==> config.mk <==
export PLATFORM = sky130hd
export DESIGN_NAME = scan_loader
export DESIGN_NICKNAME = d
export VERILOG_FILES = /design/src/rtl/scan_pkg.sv /design/src/rtl/scan_clkgen.sv /design/src/rtl/scan_loader.sv
export SDC_FILE = /design/constraint.sdc
export NUM_CORES = 1
export LEC_CHECK = 0
export ABC_CLOCK_PERIOD_IN_PS = 2190
export BUFFER_PORTS_ARGS = -buffer_cell sky130_fd_sc_hd__buf_2
export CAP_MARGIN = 30
export CORE_AREA = 2 2 58 60
export DETAILED_ROUTE_END_ITERATION = 10
export DIE_AREA = 0 0 60 62
export PLACE_DENSITY = 0.75
export SLEW_MARGIN = 30
export SYNTH_ARGS = -nofsm -noshare
export SYNTH_HDL_FRONTEND = slang
export SYNTH_SLANG_ARGS = --single-unit
==> constraint.sdc <==
create_clock -name clk -period 2.19 [get_ports clk]
set_clock_uncertainty 0.05 [all_clocks]
set_input_delay 0.438 -clock clk [delete_from_list [all_inputs] [get_ports clk]]
set_output_delay 0.438 -clock clk [all_outputs]
set_load 0.05 [all_outputs]
==> src/rtl/scan_pkg.sv <==
// Shared types and defaults for the scan_loader serial chain master.
package scan_pkg;

  localparam int SADDR_W              = 3;
  localparam int DEFAULT_BUFFER_SIZE  = 32;
  localparam int DEFAULT_BUFFER_WIDTH = 8;
  localparam int DEFAULT_CLKDIV       = 4;

  typedef enum logic [2:0] {
    ST_IDLE  = 3'd0,
    ST_SETUP = 3'd1,
    ST_LOAD  = 3'd2,
    ST_SHIFT = 3'd3,
    ST_HOLD  = 3'd4,
    ST_DONE  = 3'd5
  } state_e;

  // Select and busy cover the same span: everything between start and done.
  function automatic logic is_active(input state_e s);
    return (s == ST_SETUP) || (s == ST_LOAD) || (s == ST_SHIFT) || (s == ST_HOLD);
  endfunction

endpackage

==> src/rtl/scan_clkgen.sv <==
// sclk divider: low phase first, clkdiv clk cycles per half period.
// Counter and sclk return to zero whenever the enable is low.
module scan_clkgen
  import scan_pkg::*;
#(
  parameter int clkdiv = DEFAULT_CLKDIV
) (
  input  logic clk,
  input  logic rst_n,
  input  logic en,
  output logic sclk,
  output logic rise,
  output logic fall
);
  localparam int CNT_W = $clog2(clkdiv);

  logic [CNT_W-1:0] cnt_q, cnt_d;
  logic             sclk_q, sclk_d;
  logic             last_s;

  // Half-period counter; strobes flag the edge on which sclk toggles.
  always_comb begin
    last_s = (cnt_q == CNT_W'(clkdiv - 1));
    rise   = en && last_s && !sclk_q;
    fall   = en && last_s && sclk_q;
    cnt_d  = '0;
    sclk_d = 1'b0;
    if (en) begin
      if (last_s) begin
        cnt_d  = '0;
        sclk_d = !sclk_q;
      end else begin
        cnt_d  = cnt_q + CNT_W'(1);
        sclk_d = sclk_q;
      end
    end else begin
      cnt_d  = '0;
      sclk_d = 1'b0;
    end
  end

  // Divider state registers.
  always_ff @(posedge clk or negedge rst_n) begin
    if (!rst_n) begin
      cnt_q  <= '0;
      sclk_q <= 1'b0;
    end else begin
      cnt_q  <= cnt_d;
      sclk_q <= sclk_d;
    end
  end

  assign sclk = sclk_q;

endmodule

==> src/rtl/scan_loader.sv <==
// Serial scan-chain master: serialises one buffer image onto sin/sclk.
// Define SCAN_READBACK_EN to capture sout into the rd_valid/rd_data stream.
module scan_loader
  import scan_pkg::*;
#(
  parameter int buffer_size  = DEFAULT_BUFFER_SIZE,
  parameter int buffer_width = DEFAULT_BUFFER_WIDTH,
  parameter int clkdiv       = DEFAULT_CLKDIV
) (
  input  logic                    clk,
  input  logic                    rst_n,
  input  logic                    start,
  input  logic [SADDR_W-1:0]      addr,
  input  logic                    wr_valid,
  input  logic [buffer_width-1:0] wr_data,
  output logic                    wr_ready,
  output logic                    rd_valid,
  output logic [buffer_width-1:0] rd_data,
  output logic                    busy,
  output logic                    done,
  output logic                    sclk,
  output logic                    sin,
  output logic                    ssel,
  output logic [SADDR_W-1:0]      saddr,
  input  logic                    sout
);
  localparam int BYTE_W = $clog2(buffer_size);
  localparam int BIT_W  = $clog2(buffer_width);
  localparam int CNT_W  = $clog2(clkdiv);

  state_e                  state_q, state_d;
  logic [CNT_W-1:0]        cnt_q, cnt_d;
  logic [BYTE_W-1:0]       byte_q, byte_d;
  logic [BIT_W-1:0]        bit_q, bit_d;
  logic [buffer_width-1:0] shreg_q, shreg_d;
  logic                    sin_q, sin_d;
  logic [SADDR_W-1:0]      saddr_q, saddr_d;
  logic                    busy_q, busy_d, ssel_q, ssel_d;
  logic                    wr_ready_q, wr_ready_d, done_q, done_d;
  logic                    sclk_en_s, fall_s, unused_rise_s, last_bit_s;
  logic                    rd_valid_q;
  logic [buffer_width-1:0] rd_data_q;

  assign sclk_en_s  = (state_q == ST_SHIFT);
  assign last_bit_s = (bit_q == BIT_W'(buffer_width - 1));

  scan_clkgen #(.clkdiv(clkdiv)) u_clkgen (
    .clk  (clk),
    .rst_n(rst_n),
    .en   (sclk_en_s),
    .sclk (sclk),
    .rise (unused_rise_s),
    .fall (fall_s)
  );

  // Transfer sequencing; outputs are decoded from the next state so they register alongside it.
  always_comb begin
    state_d = state_q;
    cnt_d   = cnt_q;
    byte_d  = byte_q;
    bit_d   = bit_q;
    shreg_d = shreg_q;
    sin_d   = sin_q;
    saddr_d = saddr_q;
    case (state_q)
      ST_IDLE: begin
        byte_d = '0;
        if (start) begin
          saddr_d = addr;
          cnt_d   = '0;
          state_d = ST_SETUP;
        end else begin
          state_d = ST_IDLE;
        end
      end
      ST_SETUP, ST_HOLD: begin
        if (cnt_q == CNT_W'(clkdiv - 1)) begin
          cnt_d   = '0;
          state_d = (state_q == ST_SETUP) ? ST_LOAD : ST_DONE;
        end else begin
          cnt_d = cnt_q + CNT_W'(1);
        end
      end
      ST_LOAD: begin
        if (wr_valid) begin
          shreg_d = wr_data;
          sin_d   = wr_data[buffer_width-1];
          bit_d   = '0;
          state_d = ST_SHIFT;
        end else begin
          state_d = ST_LOAD;
        end
      end
      ST_SHIFT: begin
        // Bit boundaries fall on sclk falling edges, where sin moves to the next bit.
        if (fall_s) begin
          shreg_d = {shreg_q[buffer_width-2:0], 1'b0};
          sin_d   = shreg_q[buffer_width-2];
          if (last_bit_s) begin
            bit_d = '0;
            if (byte_q == BYTE_W'(buffer_size - 1)) begin
              cnt_d   = '0;
              state_d = ST_HOLD;
            end else begin
              byte_d  = byte_q + BYTE_W'(1);
              state_d = ST_LOAD;
            end
          end else begin
            bit_d = bit_q + BIT_W'(1);
          end
        end else begin
          state_d = ST_SHIFT;
        end
      end
      ST_DONE: state_d = ST_IDLE;
      default: state_d = ST_IDLE;
    endcase
    busy_d     = is_active(state_d);
    ssel_d     = is_active(state_d);
    wr_ready_d = (state_d == ST_LOAD);
    done_d     = (state_d == ST_DONE);
  end

  // FSM and registered outputs.
  always_ff @(posedge clk or negedge rst_n) begin
    if (!rst_n) begin
      state_q    <= ST_IDLE;
      cnt_q      <= '0;
      byte_q     <= '0;
      bit_q      <= '0;
      shreg_q    <= '0;
      sin_q      <= 1'b0;
      saddr_q    <= '0;
      busy_q     <= 1'b0;
      ssel_q     <= 1'b0;
      wr_ready_q <= 1'b0;
      done_q     <= 1'b0;
    end else begin
      state_q    <= state_d;
      cnt_q      <= cnt_d;
      byte_q     <= byte_d;
      bit_q      <= bit_d;
      shreg_q    <= shreg_d;
      sin_q      <= sin_d;
      saddr_q    <= saddr_d;
      busy_q     <= busy_d;
      ssel_q     <= ssel_d;
      wr_ready_q <= wr_ready_d;
      done_q     <= done_d;
    end
  end

`ifdef SCAN_READBACK_EN
  logic [buffer_width-1:0] cap_q, cap_d, rd_data_d;
  logic                    rd_valid_d;

  // sout is taken on the last clk of each high phase, i.e. the falling-edge strobe.
  always_comb begin
    cap_d      = cap_q;
    rd_valid_d = 1'b0;
    rd_data_d  = rd_data_q;
    if (sclk_en_s && fall_s) begin
      cap_d = {cap_q[buffer_width-2:0], sout};
      if (last_bit_s) begin
        rd_valid_d = 1'b1;
        rd_data_d  = cap_d;
      end else begin
        rd_valid_d = 1'b0;
      end
    end else begin
      cap_d = cap_q;
    end
  end

  // Readback capture registers.
  always_ff @(posedge clk or negedge rst_n) begin
    if (!rst_n) begin
      cap_q      <= '0;
      rd_valid_q <= 1'b0;
      rd_data_q  <= '0;
    end else begin
      cap_q      <= cap_d;
      rd_valid_q <= rd_valid_d;
      rd_data_q  <= rd_data_d;
    end
  end
`else
  logic unused_sout_s;
  assign unused_sout_s = sout;
  assign rd_valid_q    = 1'b0;
  assign rd_data_q     = '0;
`endif

  assign sin      = sin_q;
  assign ssel     = ssel_q;
  assign saddr    = saddr_q;
  assign busy     = busy_q;
  assign done     = done_q;
  assign wr_ready = wr_ready_q;
  assign rd_valid = rd_valid_q;
  assign rd_data  = rd_data_q;

endmodule

# Yosys cells after proc, flatten, opt, wreduce, memory -nomap -nowiden

Cells that the tools add are included.
Widths: inputs -> output; s select.

Add/subtract/negate cells: 4
Equality and inequality tests: 20
Muxes and demuxes: 32
Reduce and logical (&&, ||, !) cells: 15

Operators with widths:

| kind                | number |
|---|---|
| $mux 3              | 8 |
| $mux 5              | 3 |
| $mux 2              | 7 |
| $mux 7              | 2 |
| $ne 2x2->1 const B  | 7 |
| $pmux 7 s2          | 1 |
| $eq 3x2->1 const B  | 4 |
| $eq 3x3->1 const B  | 4 |
| $pmux 3 s4          | 1 |
| $pmux 5 s2          | 1 |
| $eq 3x1->1 const B  | 2 |
| $mux 1              | 6 |
| $pmux 2 s3          | 1 |
| $pmux 3 s2          | 1 |
| $add 5x1->5 const B | 1 |
| $eq 5x5->1 const B  | 1 |
| $reduce_and 5->1    | 1 |
| $add 2x1->2 const B | 2 |
| $eq 2x2->1 const B  | 2 |
| $reduce_and 4->1    | 1 |
| $reduce_bool 2->1   | 2 |
| $add 3x1->3 const B | 1 |
| $logic_not 3->1     | 1 |
| $logic_or 1x1->1    | 3 |
| 7 further kinds     | 8 |

Register bits: 30
Input bits: 16
Output and inout port bits: 18
Logic and storage cells: 83

# Depth between registers and ports, before layout

Word-level depth: 9
Mapped depth: 7
Depth with buffers taken out: 7

# Modules after synthesis

Synthesis repeated with hierarchy kept, for this count alone.

Cells, all modules: 157
Area, all modules: 1626.6 um^2

Modules (own cells, without submodules):

| module      | times used | cells each | area an instance (um^2) | sequential area each (um^2) |
|---|---|---|---|---|
| scan_loader | 1          | 146        | 1495.2                  | 675.6 |
| scan_clkgen | 1          | 11         | 131.4                   | 75.1 |

# Worst setup path before layout

No wires, ideal clock.

Path kind: flip-flop to flip-flop
Start: register byte_q[0]
End: register byte_q[0]
Setup time: 0.125 ns
Arrival: 1.750 ns
Required time: 2.015 ns
Slack: 0.265 ns
Cell stages (with the launch flop): 8
Buffers on the path: 0
Clock period less this slack: 1.925 ns
Path through: dfrtp_1 ha_1 and3_1 ha_1 and3b_1 nor2_1 a211o_1 mux2_4

Word-level cells in the longest chain between the ends: 5
Elaborated cells on any way between the ends: 8
Classes of those cells: add/sub (1); eq/ne (2); mux (4); reduce/logical (1)

RTL lines:

| item                     | line               | source |
|---|---|---|
| start: declaration       | scan_loader.sv:33  | `logic [BYTE_W-1:0] byte_q, byte_d;` |
| start signal: assignment | scan_loader.sv:141 | `byte_q <= byte_d;` |
| $add 5x1->5              | scan_loader.sv:105 | `byte_d = byte_q + BYTE_W'(1);` |
| $mux 5                   | scan_loader.sv:101 | `if (byte_q == BYTE_W'(buffer_size - 1)) begin` |
| $mux 5                   | scan_loader.sv:99  | `if (last_bit_s) begin` |
| $mux 5                   | scan_loader.sv:96  | `if (fall_s) begin` |
| $pmux 5 s2               | scan_loader.sv:65  | `case (state_q)` |

Several ways; a longest one is shown, not always the timed one. The select of a mux whose other input is x is not followed.
A chain may end at the register's enable or synchronous reset.

# Worst setup path after layout

Ends and elaborated chain as after synthesis.

==> reports/metrics.yaml <==
clock_network:
  cts-resized-gates: 0
  clk_pin_slew_ps: 100
  post-cts-setup-buffer-count: 0
  cts_tree: "done"
  clock-sinks: 30
  cts_made_buffers: 5
  clock_latency_ps: 320
  cts-hold-fix-buffers: 0
  clk_path_buf_depth: 2
  cts_root_buf: "clkbuf_4"
  htree_levels: 2
place:
  io_buffers: 23
  place_congestion: 0.786
  hpwl_um: 2000
finish:
  syn_to_final_growth_pct: 8.55
  n_antenna_cell: 0
  finish.utilization_pct: 54.5
  multi_input_area_sq_um: 729
  layout-drive-gt1-share_pct: 21.9
  final-seq-area_sq_um: 751
  nets: 200
  fillers: 306
sta:
  final-setup-viol-count: 0
  post-route-period-util_pct: 92.7
  drv_slew: 0
  fmax_ghz: 0.493
  tightest_slew_ps: 640
  post-route-min-period_ps: 2030
  whs_ps: 73.3
  setup_tns_ps: 0
  rsz0062_at_grt: "no"
  max-slew-margin-rel_pct: 57.3
  final_hold_viol_count: 0
global_route:
  grt_pass1_wl_um: 4510
  grt_max_degree: 31
  grt_pass1_vias: 1047
  grt_antenna_before_repair: 0
  grt_remaining_overflow: 0
  grt.total_usage_pct: 16.4
synth:
  synth-seq-area-share_pct: 47.1
  synth.cells.most_frequent: "dfrtp_1, nand2_1, nor2_1"
  synth.avg_cell_area_sq_um: 10.2
  synth_area_leaders: "dfrtp_1, ha_1, buf_4, nand2_1, nor2_1"
  synth-seq-cells: 30
  ys_warn_count: 0
  synthArstFlopShare_pct: 100
  yosysMostFrequentCell: "dfrtp_1"
  netlist_instances: 156
  synth_top_area_share_pct: 47.1
  synth_edf_count: 0
  syn_area_sq_mm: 0.00160
  yosys.area.top_type: "dfrtp_1"
  ys_types: 41
  synth_flop_cell: "dfrtp_1"
pwr:
  power.density_mw_per_mm2: 1250
  peakVddDrop_uv: 480
  leakagePower_uw: 0.000864
die:
  die_area_sq_mm: 0.00372
  start_util_pct: 50.2
  rows: 21
  die_y_um: 62
  core_sq_mm: 0.00318
  die_w_um: 60
  io_pins: 34
detailed_routing:
  vias: 1130
  wl_per_cell_um: 12.2
  drt-initial-drc-count: 64
  viasPerCell: 5.04
  dr.pass1.iters: 4
  drt-total-wl_um: 2740
  ant_nets: 0
  drc_errors: 0
critical_path:
  crit_path_start: "byte_q[0]"
  cp.arrival_ps: 2180
  worstSetupEndpointType: "flop"
  crit_type: "reg -> reg"
  r2r_slack_ps: 160
  cp_max_fo: 4
  worstPathRequired_ps: 2340
  reg2reg_from: "byte_q[0]"
  cp-endpoint: "byte_q[0]"
  cp-start-kind: "flop"
  timing.rr.end: "byte_q[0]"
  ff2ff_path_depth: 7
status:
  status: "finished clean"
job:
  drv_cap: 0
min_path:
  hold_path.class: "in -> async"
==> layout by cell type (no fill, tap or decap), drive strengths merged, types with 2 or more instances in the layout <==
cell / instances
a21oi: 3
a22o: 4
a31oi: 7
and2: 2
and3b: 2
buf: 23
clkbuf: 7
conb: 9
dfrtp: 30
ha: 7
inv: 5
mux2: 4
mux2i: 2
nand2: 20
nand2b: 4
nand3: 4
nand3b: 2
nand4: 2
nor2: 15
nor2b: 2
nor3: 4
o21ai: 5
xnor2: 3
==> through the flow <==
step           area [sq um]  cells  setup slack [ps]  power [uW]
6_report               1730    224               160        2170
5_1_grt                1730    224              99.6        2350
4_1_cts                1730    224               159        2190
3_5_place_dp           1670    216               176        1850
3_3_place_gp           1670    216               221        1800
2_1_floorplan          1630    164               265        1700
==> power breakdown <==
part	switching, uW	internal (uW)
Sequential	142	730
Clock	185	156
Combinational	631	323
==> layout make-up <==
type,instances,area share (%)
timing repair buffer,23,6.65
tap,46,3.32
clock buffer,7,3.18
clock inverter,1,0.289
sequential,30,43.4
inverter,5,1.08
multi-input combinational,112,42.1
==> per-layer routing <==
metal	routed length [um]	track usage [%]	vias up
li1	-	-	557
met4	10	2.86	0
met3	116	6.21	3
met1	1260	19.8	546
met5	0	0	-
met2	1360	28.6	24
==> how the worst min path moves through the flow <==
stage	from	endpoint	slack, ps	cells past startpoint
floorplan	rst_n	bit_q[0]	90	0
global placement	u_clkgen.cnt_q[0]	u_clkgen.cnt_q[0]	380	1
detailed placement	u_clkgen.cnt_q[0]	u_clkgen.cnt_q[0]	390	1
CTS	rst_n	cnt_q[1]	100	1
global route	rst_n	cnt_q[1]	110	1
finish	rst_n	cnt_q[1]	70	1
==> flip-flops by register name, summed over array words and instances, names as in the netlist <==
| name | flops |
|---|---|
| done | 1 |
| ssel | 1 |
| byte_q | 5 |
| u_clkgen.sclk | 1 |
| bit_q | 3 |
| state_q | 3 |
| cnt_q | 2 |
| saddr | 3 |
| u_clkgen.cnt_q | 2 |
| shreg_q | 7 |
| sin | 1 |
| wr_ready | 1 |
==> worst max-delay path, stage by stage, from the launching register on <==
cell and delay (ps):
dfrtp_1 420, ha_1 220, and3_1 180, ha_1 220
and3b_1 220, nor2_1 40, a211o_1 310, mux2_4 270
==> cells by family after synthesis <==
| family | Yosys count | synth area share, % |
|---|---|---|
| buffers and inverters | 22 | 9.10 |
| adders and majority gates | 7 | 5.49 |
| muxes | 6 | 4.31 |
| and+or+nand+nor | 62 | 20.2 |
| other | 1 | 0.235 |
| DFF | 30 | 47.1 |
| AOI/OAI and AO/OA | 25 | 12.0 |
| xor gates and xnor gates | 3 | 1.65 |
No activity file was read; power rests on OpenSTA's default activity.
